[src/rtl/adder_pkg.sv]
// Shared types and sizing helpers for the chunked sequential adder.
// Optional signed-overflow output is enabled by defining ADDER_SEQ_OVF_EN.
package adder_pkg;

    typedef enum logic [1:0] {
        IDLE = 2'd0,
        RUN  = 2'd1,
        DONE = 2'd2
    } state_e;

    function automatic int chunk_count(input int width, input int chunk);
        return width / chunk;
    endfunction

    // Index register is at least one bit even when a single chunk covers the word.
    function automatic int idx_width(input int nchunk);
        return (nchunk > 1) ? $clog2(nchunk) : 1;
    endfunction

endpackage

[src/rtl/adder_chunk.sv]
// Combinational CHUNK-bit ripple-carry adder slice.
// Also exposes the carry into its MSB so the caller can derive signed overflow.
module adder_chunk #(
    parameter int CHUNK = 4
) (
    input  logic [CHUNK-1:0] a,
    input  logic [CHUNK-1:0] b,
    input  logic             cin,
    output logic [CHUNK-1:0] s,
    output logic             cout,
    output logic             c_msb_in
);

    logic c;

    always_comb begin
        // NOTE: blocking assignments here are intentional; 'c' ripples bit to bit within one evaluation.
        c        = cin;
        s        = '0;
        c_msb_in = 1'b0;
        for (int i = 0; i < CHUNK; i++) begin
            if (i == CHUNK - 1) begin
                c_msb_in = c;
            end
            s[i] = a[i] ^ b[i] ^ c;
            c    = (a[i] & b[i]) | (c & (a[i] ^ b[i]));
        end
        cout = c;
    end

endmodule

[src/rtl/adder_seq.sv]
// Sequential adder/subtractor processing CHUNK bits per cycle with a valid/ready handshake.
// Define ADDER_SEQ_OVF_EN to add the latched signed-overflow output 'ovf'.
module adder_seq
    import adder_pkg::*;
#(
    parameter int WIDTH = 16,
    parameter int CHUNK = 4
) (
    input  logic             clk,
    input  logic             rst,
    input  logic             in_valid,
    output logic             in_ready,
    input  logic [WIDTH-1:0] a,
    input  logic [WIDTH-1:0] b,
    input  logic             cin,
    input  logic             sub,
    output logic             out_valid,
    input  logic             out_ready,
    output logic [WIDTH-1:0] sum,
    output logic             cout
`ifdef ADDER_SEQ_OVF_EN
    ,
    output logic             ovf
`endif
);

    localparam int NCHUNK = chunk_count(WIDTH, CHUNK);
    localparam int IDX_W  = idx_width(NCHUNK);
    localparam logic [IDX_W-1:0] LAST_IDX = IDX_W'(NCHUNK - 1);

    if (CHUNK < 1 || WIDTH < CHUNK || (WIDTH % CHUNK) != 0) begin : g_bad_cfg
        $error("adder_seq: WIDTH (%0d) must be a positive multiple of CHUNK (%0d)", WIDTH, CHUNK);
    end

    state_e             state_q, state_d;
    logic [WIDTH-1:0]   a_q, a_d;
    logic [WIDTH-1:0]   b_q, b_d;
    logic               carry_q, carry_d;
    logic [IDX_W-1:0]   idx_q, idx_d;
    logic [WIDTH-1:0]   sum_q, sum_d;
    logic               cout_q, cout_d;
`ifdef ADDER_SEQ_OVF_EN
    logic               ovf_q, ovf_d;
`endif

    int                 lsb;
    logic [CHUNK-1:0]   chunk_a;
    logic [CHUNK-1:0]   chunk_b;
    logic [CHUNK-1:0]   chunk_s;
    logic               chunk_cout;
    logic               chunk_c_msb_in;

    always_comb begin
        lsb     = int'(idx_q) * CHUNK;
        chunk_a = a_q[lsb +: CHUNK];
        chunk_b = b_q[lsb +: CHUNK];
    end

    adder_chunk #(
        .CHUNK(CHUNK)
    ) u_chunk (
        .a        (chunk_a),
        .b        (chunk_b),
        .cin      (carry_q),
        .s        (chunk_s),
        .cout     (chunk_cout),
        .c_msb_in (chunk_c_msb_in)
    );

`ifndef ADDER_SEQ_OVF_EN
    logic unused_c_msb_in;
    assign unused_c_msb_in = chunk_c_msb_in;
`endif

    always_comb begin
        state_d   = state_q;
        a_d       = a_q;
        b_d       = b_q;
        carry_d   = carry_q;
        idx_d     = idx_q;
        sum_d     = sum_q;
        cout_d    = cout_q;
`ifdef ADDER_SEQ_OVF_EN
        ovf_d     = ovf_q;
`endif
        in_ready  = 1'b0;
        out_valid = 1'b0;

        unique case (state_q)
            IDLE: begin
                in_ready = 1'b1;
                if (in_valid) begin
                    // Subtraction is a + ~b + 1, so invert B and force the carry in.
                    a_d     = a;
                    b_d     = sub ? ~b : b;
                    carry_d = sub ? 1'b1 : cin;
                    idx_d   = '0;
                    state_d = RUN;
                end
            end
            RUN: begin
                sum_d[lsb +: CHUNK] = chunk_s;
                carry_d             = chunk_cout;
                if (idx_q == LAST_IDX) begin
                    idx_d   = '0;
                    cout_d  = chunk_cout;
`ifdef ADDER_SEQ_OVF_EN
                    ovf_d   = chunk_c_msb_in ^ chunk_cout;
`endif
                    state_d = DONE;
                end else begin
                    idx_d = idx_q + IDX_W'(1);
                end
            end
            DONE: begin
                out_valid = 1'b1;
                if (out_ready) begin
                    state_d = IDLE;
                end
            end
            default: begin
                state_d = IDLE;
            end
        endcase
    end

    always_ff @(posedge clk) begin
        // NOTE: sequential state uses non-blocking assignments so every flop samples pre-edge values.
        if (rst) begin
            state_q <= IDLE;
            a_q     <= '0;
            b_q     <= '0;
            carry_q <= 1'b0;
            idx_q   <= '0;
            sum_q   <= '0;
            cout_q  <= 1'b0;
`ifdef ADDER_SEQ_OVF_EN
            ovf_q   <= 1'b0;
`endif
        end else begin
            state_q <= state_d;
            a_q     <= a_d;
            b_q     <= b_d;
            carry_q <= carry_d;
            idx_q   <= idx_d;
            sum_q   <= sum_d;
            cout_q  <= cout_d;
`ifdef ADDER_SEQ_OVF_EN
            ovf_q   <= ovf_d;
`endif
        end
    end

    assign sum  = sum_q;
    assign cout = cout_q;
`ifdef ADDER_SEQ_OVF_EN
    assign ovf  = ovf_q;
`endif

endmodule
[config.mk]
export PLATFORM = sky130hd
export DESIGN_NAME = adder_seq
export DESIGN_NICKNAME = d
export VERILOG_FILES = /design/src/rtl/adder_pkg.sv /design/src/rtl/adder_chunk.sv /design/src/rtl/adder_seq.sv
export SDC_FILE = /design/constraint.sdc
export NUM_CORES = 1
export LEC_CHECK = 0
export ABC_AREA = 0
export BUFFER_PORTS_ARGS = -buffer_cell sky130_fd_sc_hd__buf_2
export CAP_MARGIN = 20
export CORE_ASPECT_RATIO = 0.6
export CORE_MARGIN = 5
export CORE_UTILIZATION = 53
export DETAILED_ROUTE_END_ITERATION = 10
export PLACE_DENSITY = 0.78
export SETUP_SLACK_MARGIN = 0.15
export SKIP_CTS_REPAIR_TIMING = 1
export SLEW_MARGIN = 20
export SYNTH_ARGS = -nofsm -noshare
export SYNTH_HDL_FRONTEND = slang
export SYNTH_SLANG_ARGS = --single-unit
[constraint.sdc]
create_clock -name clk -period 6.64 [get_ports clk]
set_input_delay 0.996 -clock clk [delete_from_list [all_inputs] [get_ports clk]]
set_output_delay 0.996 -clock clk [all_outputs]
set_load 0.01 [all_outputs]
==> results_dict.tcl <==
set metrics [dict create \
    fin_setup_tns_ns 0 \
    clock_path_buffers 2 \
    status "finished, final reports clean" \
    yosysUniqueCellTypes 36 \
    h-tree-depth 2 \
    synth_top_area_cell "dfxtp_1" \
    grt_use_total_pct 18.9 \
    drv_cap 0 \
    p_per_area_mw_per_mm2 225 \
    timing.fmax_ghz 0.309 \
    vias_per_cell 5.35 \
    yosysTopAreaCellShare_pct 42.3 \
    drtAntennaViolNets 0 \
    routed-via-count 2037 \
    cts_tree "built" \
    synthCells 272 \
    grt_pass1_wl_um 9660 \
    die_y_um 63.8 \
    timing.slew.headroom_pct 29.0 \
    synthTopCellsByArea "dfxtp_1 42%, mux4_2 7.1%, nand2_1 5.9%" \
    post_drt_wl_per_cell_um 14.6 \
    synth_ff_type "dfxtp_1" \
    fill_cells 397 \
    ctsRootBufferMaster "clkbuf_8" \
    ys_warn_count 0 \
    grt_pass1_vias 1997 \
    antenna_found_initial 0 \
    start_util_pct 55.4 \
    grt_max_degree 60 \
    syn-cell-area_mm2 0.00255 \
    drt-initial-drc-count 161 \
    area_growth_pct 14.9 \
    fp-row-count 19 \
    async_reset_ff_share_pct 0 \
    wirelength_um 5570 \
    rsz0062_at_grt "false" \
    final_max_slew_viol_count 0 \
    finClkSkew_ns 0.00644 \
    port_buffers 56 \
    synth_seq_cells 54 \
    clock_latency_ns 0.32 \
    critPathLaunchType "flop" \
    syn_avg_cell_area_um2 9.39 \
    critPathMaxFanout 17 \
    ys_seq_area_share_pct 42.3 \
    core_area_mm2 0.00461 \
    synth_edf_count 0 \
    fin_util_pct 63.6 \
    fin_crit_ns 3.23 \
    diodes 0 \
    hold_viol 0 \
    path_class "reg2reg" \
    ios 57 \
    worstMarginPinSlew_ns 1.06 \
    crit_arrival_ns 3.47 \
    peakVddDrop_mv 0.124 \
    cts-buffers-inserted 5 \
    die-area_mm2 0.00635 \
    numClockSinks 54 \
    overflow 0 \
    crit_required_ns 6.87 \
    leakage_nw 1.19 \
    worst_slack_ns 3.41 \
    layout_worst_path_cycle_share_pct 48.7 \
    final_area_mm2 0.00294 \
    drc_errors 0 \
    placedInstanceArea_mm2 0.00284 \
    drive_gt1_share_pct 24.8 \
    syn_nets 320 \
    dp.cells 373 \
    firstDrtPassIters 4 \
    place.gp.congestion 0.815 \
    final_cells 381 \
    setup_viol_count_final 0 \
    hold_class "reg2reg" \
    die_x_um 99.6 \
    pre_cts_slack_ns 3.41 \
    path_clk_slew_ns 0.10 \
    crit_path_end_kind "flop" \
    final_net_count 365 \
    dp_hpwl_um 4030 \
]
-- worst max-delay path: stages (launching register included) --
cell	delay, ns
dfxtp_1	0.80
mux4_2	0.58
inv_1	0.08
fa_1	0.17
fa_1	0.16
inv_1	0.05
fa_1	0.38
fa_1	0.60
inv_1	0.07
o32ai_2	0.25
-- report_power, final --
part           total (W)  switching (W)  internal [W]
sequential      0.000357      0.0000150      0.000342
clock           0.000191       0.000107     0.0000844
combinational   0.000112      0.0000612     0.0000509
total           0.000660       0.000183      0.000477
-- through the flow --
stage	hold WS (ns)	power [W]
finish	0.459	0.000660
global route	0.481	0.000694
CTS	0.458	0.000663
detailed placement	0.445	0.000476
global placement	0.439	0.000473
floorplan	0.433	0.000442
-- per-layer routing --
layer / part of all wire [%] / global-route usage (%)
met1: 49 / 26.7
met4: 0.77 / 4.60
met2: 43 / 27.9
met3: 7.1 / 6.41
met5: 0 / 0
-- final timing paths --
path | depth (start not counted) | slack (ns) | from | endpoint
worst min-delay path | 2 | 0.46 | a_q[5]$_SDFFE_PP0P_ | a_q[5]$_SDFFE_PP0P_
worst max-delay path | 9 | 3.41 | idx_q[0]$_SDFFE_PP0P_ | sum[3]$_SDFFE_PP0P_
worst max register to register | 9 | 3.41 | idx_q[0]$_SDFFE_PP0P_ | sum[3]$_SDFFE_PP0P_
worst min register to register | 2 | 0.46 | a_q[5]$_SDFFE_PP0P_ | a_q[5]$_SDFFE_PP0P_
-- cells in the final DEF, fill, tap and decap left out, types with 2 or more instances in the layout --
| cell type | n |
|---|---|
| nor2b_1 | 2 |
| inv_1 | 12 |
| o32ai_2 | 4 |
| dfxtp_1 | 54 |
| nand3b_1 | 5 |
| nor3b_2 | 2 |
| nand2_1 | 40 |
| mux4_2 | 8 |
| nand2b_1 | 6 |
| nor2_1 | 28 |
| a211oi_1 | 16 |
| ha_1 | 6 |
| clkbuf_8 | 6 |
| a32oi_1 | 6 |
| a21oi_1 | 25 |
| buf_2 | 56 |
| nand4_1 | 3 |
| o21ai_0 | 2 |
| fa_1 | 4 |
| xnor2_1 | 16 |
-- flip-flops by register name (all words and copies together) (netlist names) --
signal,count
a_q,16
b_q,16
sum,16
idx_q,2
state_q,2
carry_q,1
cout,1
-- cell families after synthesis --
family / after synthesis / share of synthesized area (%)
simple gates: 96 / 18.1
compound gates: 56 / 15.6
flops: 54 / 42.3
buf+inv: 31 / 4.95
xor+xnor: 16 / 5.49
fa+ha+maj: 10 / 6.08
mux: 9 / 7.45
-- cells in the mapped netlist (2+ instances only) --
| library cell | count |
|---|---|
| dfxtp_1 | 54 |
| nand2_1 | 40 |
| nor2_1 | 28 |
| a21oi_1 | 25 |
| a211oi_1 | 16 |
| xnor2_1 | 16 |
| inv_1 | 12 |
| clkbuf_1 | 9 |
| buf_2 | 8 |
| mux4_2 | 8 |
| a32oi_1 | 6 |
| ha_1 | 6 |
| nand2b_1 | 6 |
| nand3b_1 | 5 |
| fa_1 | 4 |
| o32ai_2 | 4 |
| nand4_1 | 3 |
| buf_1 | 2 |
| nor2b_1 | 2 |
| o21ai_0 | 2 |
-- area by class of cell --
| cell class | instances | area, um2 | share of cell area [%] |
|---|---|---|---|
| clock inverter | 1 | 5.00 | 0.171 |
| sequential | 54 | 1080 | 36.8 |
| tap | 63 | 78.8 | 2.69 |
| multi-input combinational | 187 | 1350 | 46.0 |
| clock buffer | 7 | 86.3 | 2.94 |
| timing repair buffer | 57 | 288 | 9.80 |
| inverter | 12 | 45.0 | 1.53 |
Note: power is estimated with default switching activity, not from simulation.
